==> config.mk <==
export PLATFORM = sky130hd
export DESIGN_NAME = ff_bank_multimode
export DESIGN_NICKNAME = d
export VERILOG_FILES = /design/src/rtl/ff_bank_pkg.sv /design/src/rtl/ff_bit_next.sv /design/src/rtl/ff_bank_multimode.sv
export SDC_FILE = /design/constraint.sdc
export NUM_CORES = 1
export LEC_CHECK = 0
export CORE_AREA = 3 3 70 72
export DETAILED_ROUTE_END_ITERATION = 12
export DIE_AREA = 0 0 73 75
export DONT_BUFFER_PORTS = 1
export GPL_ROUTABILITY_DRIVEN = 0
export MAX_ROUTING_LAYER = met4
export PLACE_DENSITY = 0.76
export SYNTH_ARGS = -nofsm -noshare
export SYNTH_HDL_FRONTEND = slang
export SYNTH_SLANG_ARGS = --single-unit
==> constraint.sdc <==
create_clock -name i_clk -period 5.7 [get_ports i_clk]
set_clock_uncertainty 0.1 [all_clocks]
set_input_delay 0.57 -clock i_clk [delete_from_list [all_inputs] [get_ports i_clk]]
set_output_delay 0.57 -clock i_clk [all_outputs]
set_load 0.01 [all_outputs]
==> src/rtl/ff_bank_pkg.sv <==
// Shared mode encodings for the multimode flop bank.
package ff_bank_pkg;

    typedef logic [1:0] mode_t;

    localparam mode_t MODE_D  = 2'b00;
    localparam mode_t MODE_T  = 2'b01;
    localparam mode_t MODE_JK = 2'b10;
    localparam mode_t MODE_SR = 2'b11;

endpackage

==> src/rtl/ff_bit_next.sv <==
// Combinational next-state function for one flop bit in D, T, JK or SR mode.
module ff_bit_next
    import ff_bank_pkg::*;
(
    input  logic       i_q,
    input  logic       i_x,
    input  logic       i_y,
    input  logic [1:0] i_mode,
    output logic       o_q_next,
    output logic       o_illegal
);

    mode_t w_mode;
    assign w_mode = mode_t'(i_mode);

    always_comb begin
        o_q_next  = i_q;
        o_illegal = 1'b0;
        case (w_mode)
            MODE_D:  o_q_next = i_x;
            MODE_T:  o_q_next = i_q ^ i_x;
            MODE_JK: begin
                case ({i_x, i_y})
                    2'b01:   o_q_next = 1'b0;
                    2'b10:   o_q_next = 1'b1;
                    2'b11:   o_q_next = ~i_q;
                    default: o_q_next = i_q;
                endcase
            end
            MODE_SR: begin
                case ({i_x, i_y})
                    2'b10:   o_q_next = 1'b1;
                    2'b01:   o_q_next = 1'b0;
                    // S=R=1 is flagged; the bit keeps its value
                    2'b11:   o_illegal = 1'b1;
                    default: o_q_next = i_q;
                endcase
            end
            default: o_q_next = i_q;
        endcase
    end

endmodule

==> src/rtl/ff_bank_multimode.sv <==
// WIDTH-bit flop bank with global D/T/JK/SR mode, change pulses, saturating
// change counter and sticky illegal-SR flag.
module ff_bank_multimode
    import ff_bank_pkg::*;
#(
    parameter int unsigned      WIDTH     = 8,
    parameter logic [WIDTH-1:0] RESET_VAL = {WIDTH{1'b0}},
    parameter int unsigned      CNT_W     = 16
) (
    input  logic             i_clk,
    input  logic             i_rst_n,
    input  logic             i_en,
    input  logic             i_clr,
    input  logic [1:0]       i_mode,
    input  logic [WIDTH-1:0] i_a,
    input  logic [WIDTH-1:0] i_b,
    input  logic             i_err_clr,
    output logic [WIDTH-1:0] o_q,
    output logic [WIDTH-1:0] o_qbar,
    output logic [WIDTH-1:0] o_changed,
    output logic [CNT_W-1:0] o_chg_cnt,
    output logic             o_err
);

    logic [WIDTH-1:0] r_q;
    logic [WIDTH-1:0] r_changed;
    logic [CNT_W-1:0] r_cnt;
    logic             r_err;

    logic [WIDTH-1:0] w_bit_next;
    logic [WIDTH-1:0] w_illegal;
    logic [WIDTH-1:0] w_q_next;
    logic [CNT_W-1:0] w_cnt_next;
    logic             w_err_set;
    logic             w_any_change;

    for (genvar gi = 0; gi < WIDTH; gi++) begin : g_bit
        ff_bit_next u_bit (
            .i_q       (r_q[gi]),
            .i_x       (i_a[gi]),
            .i_y       (i_b[gi]),
            .i_mode    (i_mode),
            .o_q_next  (w_bit_next[gi]),
            .o_illegal (w_illegal[gi])
        );
    end

    always_comb begin
        w_q_next = r_q;
        if (i_clr) begin
            w_q_next = RESET_VAL;
        end else if (i_en) begin
            w_q_next = w_bit_next;
        end
    end

    assign w_any_change = (w_q_next != r_q);

    // Clear beats increment; the counter sticks at all-ones
    always_comb begin
        w_cnt_next = r_cnt;
        if (i_clr) begin
            w_cnt_next = '0;
        end else if (w_any_change && (r_cnt != {CNT_W{1'b1}})) begin
            w_cnt_next = r_cnt + 1'b1;
        end
    end

    assign w_err_set = i_en && !i_clr && (mode_t'(i_mode) == MODE_SR) && (|w_illegal);

    always_ff @(posedge i_clk or negedge i_rst_n) begin
        if (!i_rst_n) begin
            r_q       <= RESET_VAL;
            r_changed <= '0;
            r_cnt     <= '0;
            r_err     <= 1'b0;
        end else begin
            r_q       <= w_q_next;
            r_changed <= w_q_next ^ r_q;
            r_cnt     <= w_cnt_next;
            r_err     <= w_err_set || (r_err && !i_err_clr);
        end
    end

    assign o_q       = r_q;
    assign o_qbar    = ~r_q;
    assign o_changed = r_changed;
    assign o_chg_cnt = r_cnt;
    assign o_err     = r_err;

endmodule

# [After elaboration in Yosys (flattened, before gate mapping)]
# Cells that the tools add are included.
# W data, S select, Z words.
[op_classes] n_bitwise=18 muxes=44 addsub=1 eq_ne=29 n_reduce_logical=11
[op_table] op="$eq A2 B2 Y1 const B" n=18
[op_table] op="$mux W16" n=2
[op_table] op="$pmux W1 S4" n=8
[op_table] op="$pmux W1 S3" n=8
[op_table] op="$eq A2 B1 Y1 const B" n=9
[op_table] op="$add A16 B1 Y16 const B" n=1
[op_table] op="$mux W1" n=16
[op_table] op="$mux W8" n=2
[op_table] op="$ne A16 B16 Y1 const B" n=1
[op_table] op="$pmux W1 S2" n=8
[op_table] op="$ne A8 B8 Y1" n=1
[op_table] op="$not A1 Y1" n=8
[op_table] op="$not A8 Y8" n=1
[op_table] op="$reduce_or A8 Y1" n=1
[op_table] op="$xor A1 B1 Y1" n=8
[op_table] op="$xor A8 B8 Y8" n=1
[op_table] op="$logic_and A1 B1 Y1" n=5
[op_table] op="$logic_not A1 Y1" n=2
[op_table] op="$logic_not A2 Y1" n=1
[op_table] op="$reduce_bool A2 Y1" n=1
[op_table] op="$logic_or A1 B1 Y1" n=1
[totals] ff_bits=33 input_bits=23 elab_cells=107 out_inout_bits=41

# [Longest topological paths before layout]
[logic_depth] ltp_word=9 depth_mapped=12 ltp_nobuf=10

# [Hierarchy]
# From an unflattened synthesis, not the netlist that was laid out.
[hier_totals] hier_cells=282 area_unflattened_um2=2591.2
[modules_own_cells] mod="ff_bank_multimode" area_each_um2=1880.6 n_inst=1 seq_area_each_um2=825.8 cells_each=202
[modules_own_cells] mod="ff_bit_next" area_each_um2=88.8 n_inst=8 seq_area_each_um2=0.0 cells_each=10

# [Worst setup path before layout]
# No wires, ideal clock.
[synth_path] path_kind="input port to flip-flop" from="input i_mode[0]" to="register r_cnt[12], in the netlist o_chg_cnt[12]" setup_time_ns=0.128 path_slack_ns=3.024 n_path_buf=0 required_ns=5.472 cell_stages=8 arrival_time_ns=2.448 path_cell_list="or3b_1 and3_1 a2111o_1 o211a_2 nand4_2 nor2_1 nor4b_1 mux2_1"
[synth_between] elab_chain_cells=7 word_cells_on_any_way=17 cone_classes="4 x eq/ne; 10 x mux; 3 x reduce/logical"
[synth_lines] element="from (decl)" line="ff_bank_multimode.sv:14" source="input logic [1:0] i_mode,"
[synth_lines] element="$eq A2 B2 Y1 (tied with other cells)" line="ff_bit_next.sv:19" source="case (w_mode)"
[synth_lines] element="$pmux W1 S4" line="ff_bit_next.sv:19"
[synth_lines] element="$mux W8 (*)" line="ff_bank_multimode.sv:52" source="end else if (i_en) begin"
[synth_lines] element="$mux W8 (*)" line="ff_bank_multimode.sv:50" source="if (i_clr) begin"
[synth_lines] element="$ne A8 B8 Y1 (*)" line="ff_bank_multimode.sv:57" source="assign w_any_change = (w_q_next != r_q);"
[synth_lines] element="$logic_and A1 B1 Y1 (*)" line="ff_bank_multimode.sv:64" source="end else if (w_any_change && (r_cnt != {CNT_W{1'b1}})) begin"
[synth_lines] element="$reduce_bool A2 Y1 (no line) (*)"
[synth_lines] element="to (signal assigned)" line="ff_bank_multimode.sv:80" source="r_cnt <= w_cnt_next;"
[synth_lines] element="to (decl)" line="ff_bank_multimode.sv:27" source="logic [CNT_W-1:0] r_cnt;"
# Every way passes the cells marked *; elsewhere a longest branch is shown, timed or not.
# A chain may end at the register's enable or synchronous reset.

# [Worst setup path in the final report]
[layout_path] from="register r_q[4], in the netlist o_q[4]" to="register r_cnt[1], in the netlist o_chg_cnt[1]"
[layout_between] elab_chain_cells=8 word_cells_on_any_way=10 cone_classes="1 x eq/ne; 5 x mux; 2 x bitwise; 2 x reduce/logical"
[layout_lines] element="from (decl)" line="ff_bank_multimode.sv:25" source="logic [WIDTH-1:0] r_q;"
[layout_lines] element="from (signal assigned)" line="ff_bank_multimode.sv:78" source="r_q <= w_q_next;"
[layout_lines] element="$not A1 Y1" line="ff_bit_next.sv:26" source="2'b11: o_q_next = ~i_q;"
[layout_lines] element="$pmux W1 S3" line="ff_bit_next.sv:23" source="case ({i_x, i_y})"
[layout_lines] element="$pmux W1 S4" line="ff_bit_next.sv:19"
[layout_lines] element="$mux W8" line="ff_bank_multimode.sv:52"
[layout_lines] element="$mux W8" line="ff_bank_multimode.sv:50"
[layout_lines] element="$ne A8 B8 Y1 (*)" line="ff_bank_multimode.sv:57"
[layout_lines] element="$logic_and A1 B1 Y1 (*)" line="ff_bank_multimode.sv:64"
[layout_lines] element="$reduce_bool A2 Y1 (no line) (*)"
# Marked as above.

==> metrics.txt <==
combinational share of power=18.0%; Vias per Instance=about 6.3; most frequently used flop master after synthesis=sky130_fd_sc_hd__dfrtp_1; reg-to-reg critical path startpoint=o_q[4]; result of the run=completed; detailed router's first-iteration violation count=~140; type of element launching the critical path=flop; Total Routed Length=~5300 um; source-to-sink clock delay at the later pin of the worst-skew pair=about 0.28 ns; share of power burned in the clock network=33.8%; number of synthesized register bits=33; global-route usage over all layers=between 20% and 30%; full die area=~5500 um^2; drt drc=0; net switching component of the power=roughly 0.17 mW; number of cell instances on the worst register-to-register path=8; sequential cell area fraction in the yosys report=between 30% and 40%; cell with the most instances after synthesis=sky130_fd_sc_hd__inv_1; hold slack=roughly 0.013 ns; number of distinct library cell variants in the gate-level netlist after synthesis=47; post-synthesis instance area=around 2300 um^2; Initial DRT Pass Iterations=4; CP endpoint kind=flop; global-route wire length before repair=about 8600 um; critical path's largest stage delay=about 0.63 ns; setup TNS after final layout=0 ns; area share of the largest cell type after synthesis=a little over a third; part of the cycle the worst path needs=between 50% and 60%; quantity of I/O buffers inserted on ports=0; final net count=289; power per standard cell area=236 nW/um^2; TritonCTS clock tree=yes; switching part of the total power=29.5%; RSZ-0062 raised after global routing=no; relative slew slack=between 50% and 60%; number of standard-cell rows in the floorplan=24; maximum count of clock buffers along a single path=2; highest attainable clock frequency=~350 MHz; count of final max-slew check failures=0; fraction of final layout cells with drive strength greater than 1=roughly 8%; largest net degree at the start of global routing=37; DP Wirelength=~3800 um; leftover overflow at the end of global routing=0; level count of the clock H-tree=2; CP Class=flop to flop; routed vias=1888; CTS buffer count=5; area added between synthesis and finish=2.24%; count of final setup violators=0; Max IR drop VDD=~0.00011 V; area inside the core boundary=~4400 um^2; number of synthesized flops with an enable pin=0; cell-internal power=between 0.3 and 0.4 mW; Filler Cell Count=roughly 400; number of nets produced by synthesis=~300; Vert. Die Dim=~75 um; transition time at the pin with the least slew margin=0.730 ns; starting utilization of the core area=53.9%; post-CTS setup-driven buffer insertion count=0; Critical-path top delay cell=sky130_fd_sc_hd__o21ai_2; Design Power=between 0.5 and 0.6 mW; antenna fix cells=0; initial antenna violation count=0; class of the tightest hold or removal check=input pin to asynchronous set/reset pin; number of synthesis warnings=0; sequence of cells on the critical path=maj3_2 -> o22ai_1 -> nor3_1 -> a221oi_1 -> nand4_2 -> o21ai_2 -> mux2i_1 -> nor2_1; Antenna Violating Nets Remaining=0; CTS clk-pin slew, worst paths=~0.07 ns; routed wirelength normalized by instance count=around 17 um; horizontal die dimension=roughly 73 um; master cell of the clock root buffer=sky130_fd_sc_hd__clkbuf_8; final hold violation count=0; setup slack of the critical path after layout=around 2.8 ns; Period minus WS final=2.89 ns; share of power burned in registers=48.2%; syn avg cell area=about 9 um^2; RR Endpoint=o_chg_cnt[1]; leakage=approximately 1.1 nW; maximum net fanout on the critical path=20; ranking of synthesized cells by area=sky130_fd_sc_hd__dfrtp_1, sky130_fd_sc_hd__ha_1, sky130_fd_sc_hd__inv_1, sky130_fd_sc_hd__mux2i_1, sky130_fd_sc_hd__nor2_1; DP Worst Slack=~2.7 ns; via count of the first global-routing pass=1797; data arrival time of the worst path=roughly 3.0 ns; required time at the endpoint of the critical path=roughly 5.8 ns; Reg2Reg Setup Slack=between 2 and 3 ns; I/O pins=64; max capacitance violation total=0; top post-synthesis cells by count=sky130_fd_sc_hd__inv_1, sky130_fd_sc_hd__dfrtp_1, sky130_fd_sc_hd__nor2_1; synthesized instance count=261; share of async-settable or async-resettable flops after synthesis=100%; cell taking the most area after synthesis=sky130_fd_sc_hd__dfrtp_1; number of clock sinks=33
## routing by layer
layer / GRT usage (%) / wire length, um
met1: 26.5 / 2330
met2: 30.8 / 2520
met3: 7.34 / 384
met4: 6.56 / 40
met5: - / 0
## cells in the final DEF, fill, tap and decap left out, types with 2 or more instances in the layout
cell                       count
sky130_fd_sc_hd__a21oi_1      12
sky130_fd_sc_hd__a221oi_1      5
sky130_fd_sc_hd__a22oi_1       7
sky130_fd_sc_hd__and3_1        6
sky130_fd_sc_hd__clkbuf_8      7
sky130_fd_sc_hd__dfrtp_1      33
sky130_fd_sc_hd__ha_1         17
sky130_fd_sc_hd__inv_1        34
sky130_fd_sc_hd__maj3_1        2
sky130_fd_sc_hd__maj3_2        5
sky130_fd_sc_hd__mux2_1        2
sky130_fd_sc_hd__mux2i_1       9
sky130_fd_sc_hd__nand2_1      10
sky130_fd_sc_hd__nand2b_1      4
sky130_fd_sc_hd__nand3_1       5
sky130_fd_sc_hd__nand4_1       3
sky130_fd_sc_hd__nor2_1       19
sky130_fd_sc_hd__nor2b_1       4
sky130_fd_sc_hd__nor3_1        5
sky130_fd_sc_hd__nor3b_1       2
sky130_fd_sc_hd__nor4_1        2
sky130_fd_sc_hd__nor4b_1       2
sky130_fd_sc_hd__o21ai_0       3
sky130_fd_sc_hd__o21ai_1       9
sky130_fd_sc_hd__o21bai_1      2
sky130_fd_sc_hd__o221ai_1      7
sky130_fd_sc_hd__o22ai_1       5
sky130_fd_sc_hd__o22ai_2       2
sky130_fd_sc_hd__or3_1        10
## metrics by stage
| step | area [um^2] | utilization, % | instances |
|---|---|---|---|
| global placement | 2280 | 52.3 | 293 |
| finish | 2400 | 55.1 | 302 |
| global route | 2400 | 55.1 | 302 |
| CTS | 2400 | 55.1 | 302 |
| detailed placement | 2280 | 52.3 | 293 |
| floorplan | 2350 | - | 261 |
## worst max-delay path by stage
stage / start / endpoint / slack (ns) / cells after the start
floorplan: i_mode[0] / o_chg_cnt[12] / 3.02 / 8
global placement: i_b[3] / o_chg_cnt[1] / 2.77 / 10
detailed placement: i_b[4] / o_chg_cnt[1] / 2.67 / 10
CTS: o_q[3] / o_chg_cnt[4] / 2.85 / 8
global route: o_q[3] / o_chg_cnt[4] / 2.51 / 8
finish: o_q[4] / o_chg_cnt[1] / 2.81 / 8
## power groups by stage
stage	Clock (mW)	Sequential (mW)	Combinational, mW
after floorplan	0	0.269	0.101
after global placement	0	0.277	0.0917
after detailed placement	0	0.277	0.0956
after CTS	0.199	0.273	0.103
after global routing	0.209	0.275	0.115
final	0.191	0.273	0.102
## sequential cells by signal, summed over array words and instances, names as in the netlist
signal and count:
o_err 1, o_chg_cnt 16, o_q 8, o_changed 8
## repair_timing
item,CTS,global route
endpoints found under the hold margin,33,0
resized for setup,0,0
hold buffers,1,0
## cell type report
cell class	count	area [um^2]	share of cell area (%)
Inverter	34	128	5.32
Multi-Input combinational cell	174	1260	52.5
Tap cell	52	65.1	2.71
Sequential cell	33	826	34.4
Clock inverter	1	5.00	0.209
Clock buffer	7	96.3	4.01
Timing Repair Buffer	1	20.0	0.834
## kinds of logic after synthesis
family                     Yosys count  synth area share [%]
xor gates and xnor gates             2                 0.746
and+or+nand+nor                     78                  18.1
AOI/OAI and AO/OA                   59                  17.8
buffers and inverters               54                  11.1
adders and majority gates           24                  12.3
muxes                               11                  4.80
DFF                                 33                  35.2
## worst max-delay path: cells and delay by family, from the launching register on
kind	cells	cell delay [ns]
AO/OA/AOI/OAI	3	1.23
adder cells (fa/ha/maj)	1	0.34
flip-flops	1	0.49
multiplexers	1	0.25
AND/OR/NAND/NOR	3	0.38
Note: power is estimated with default switching activity, not from simulation.
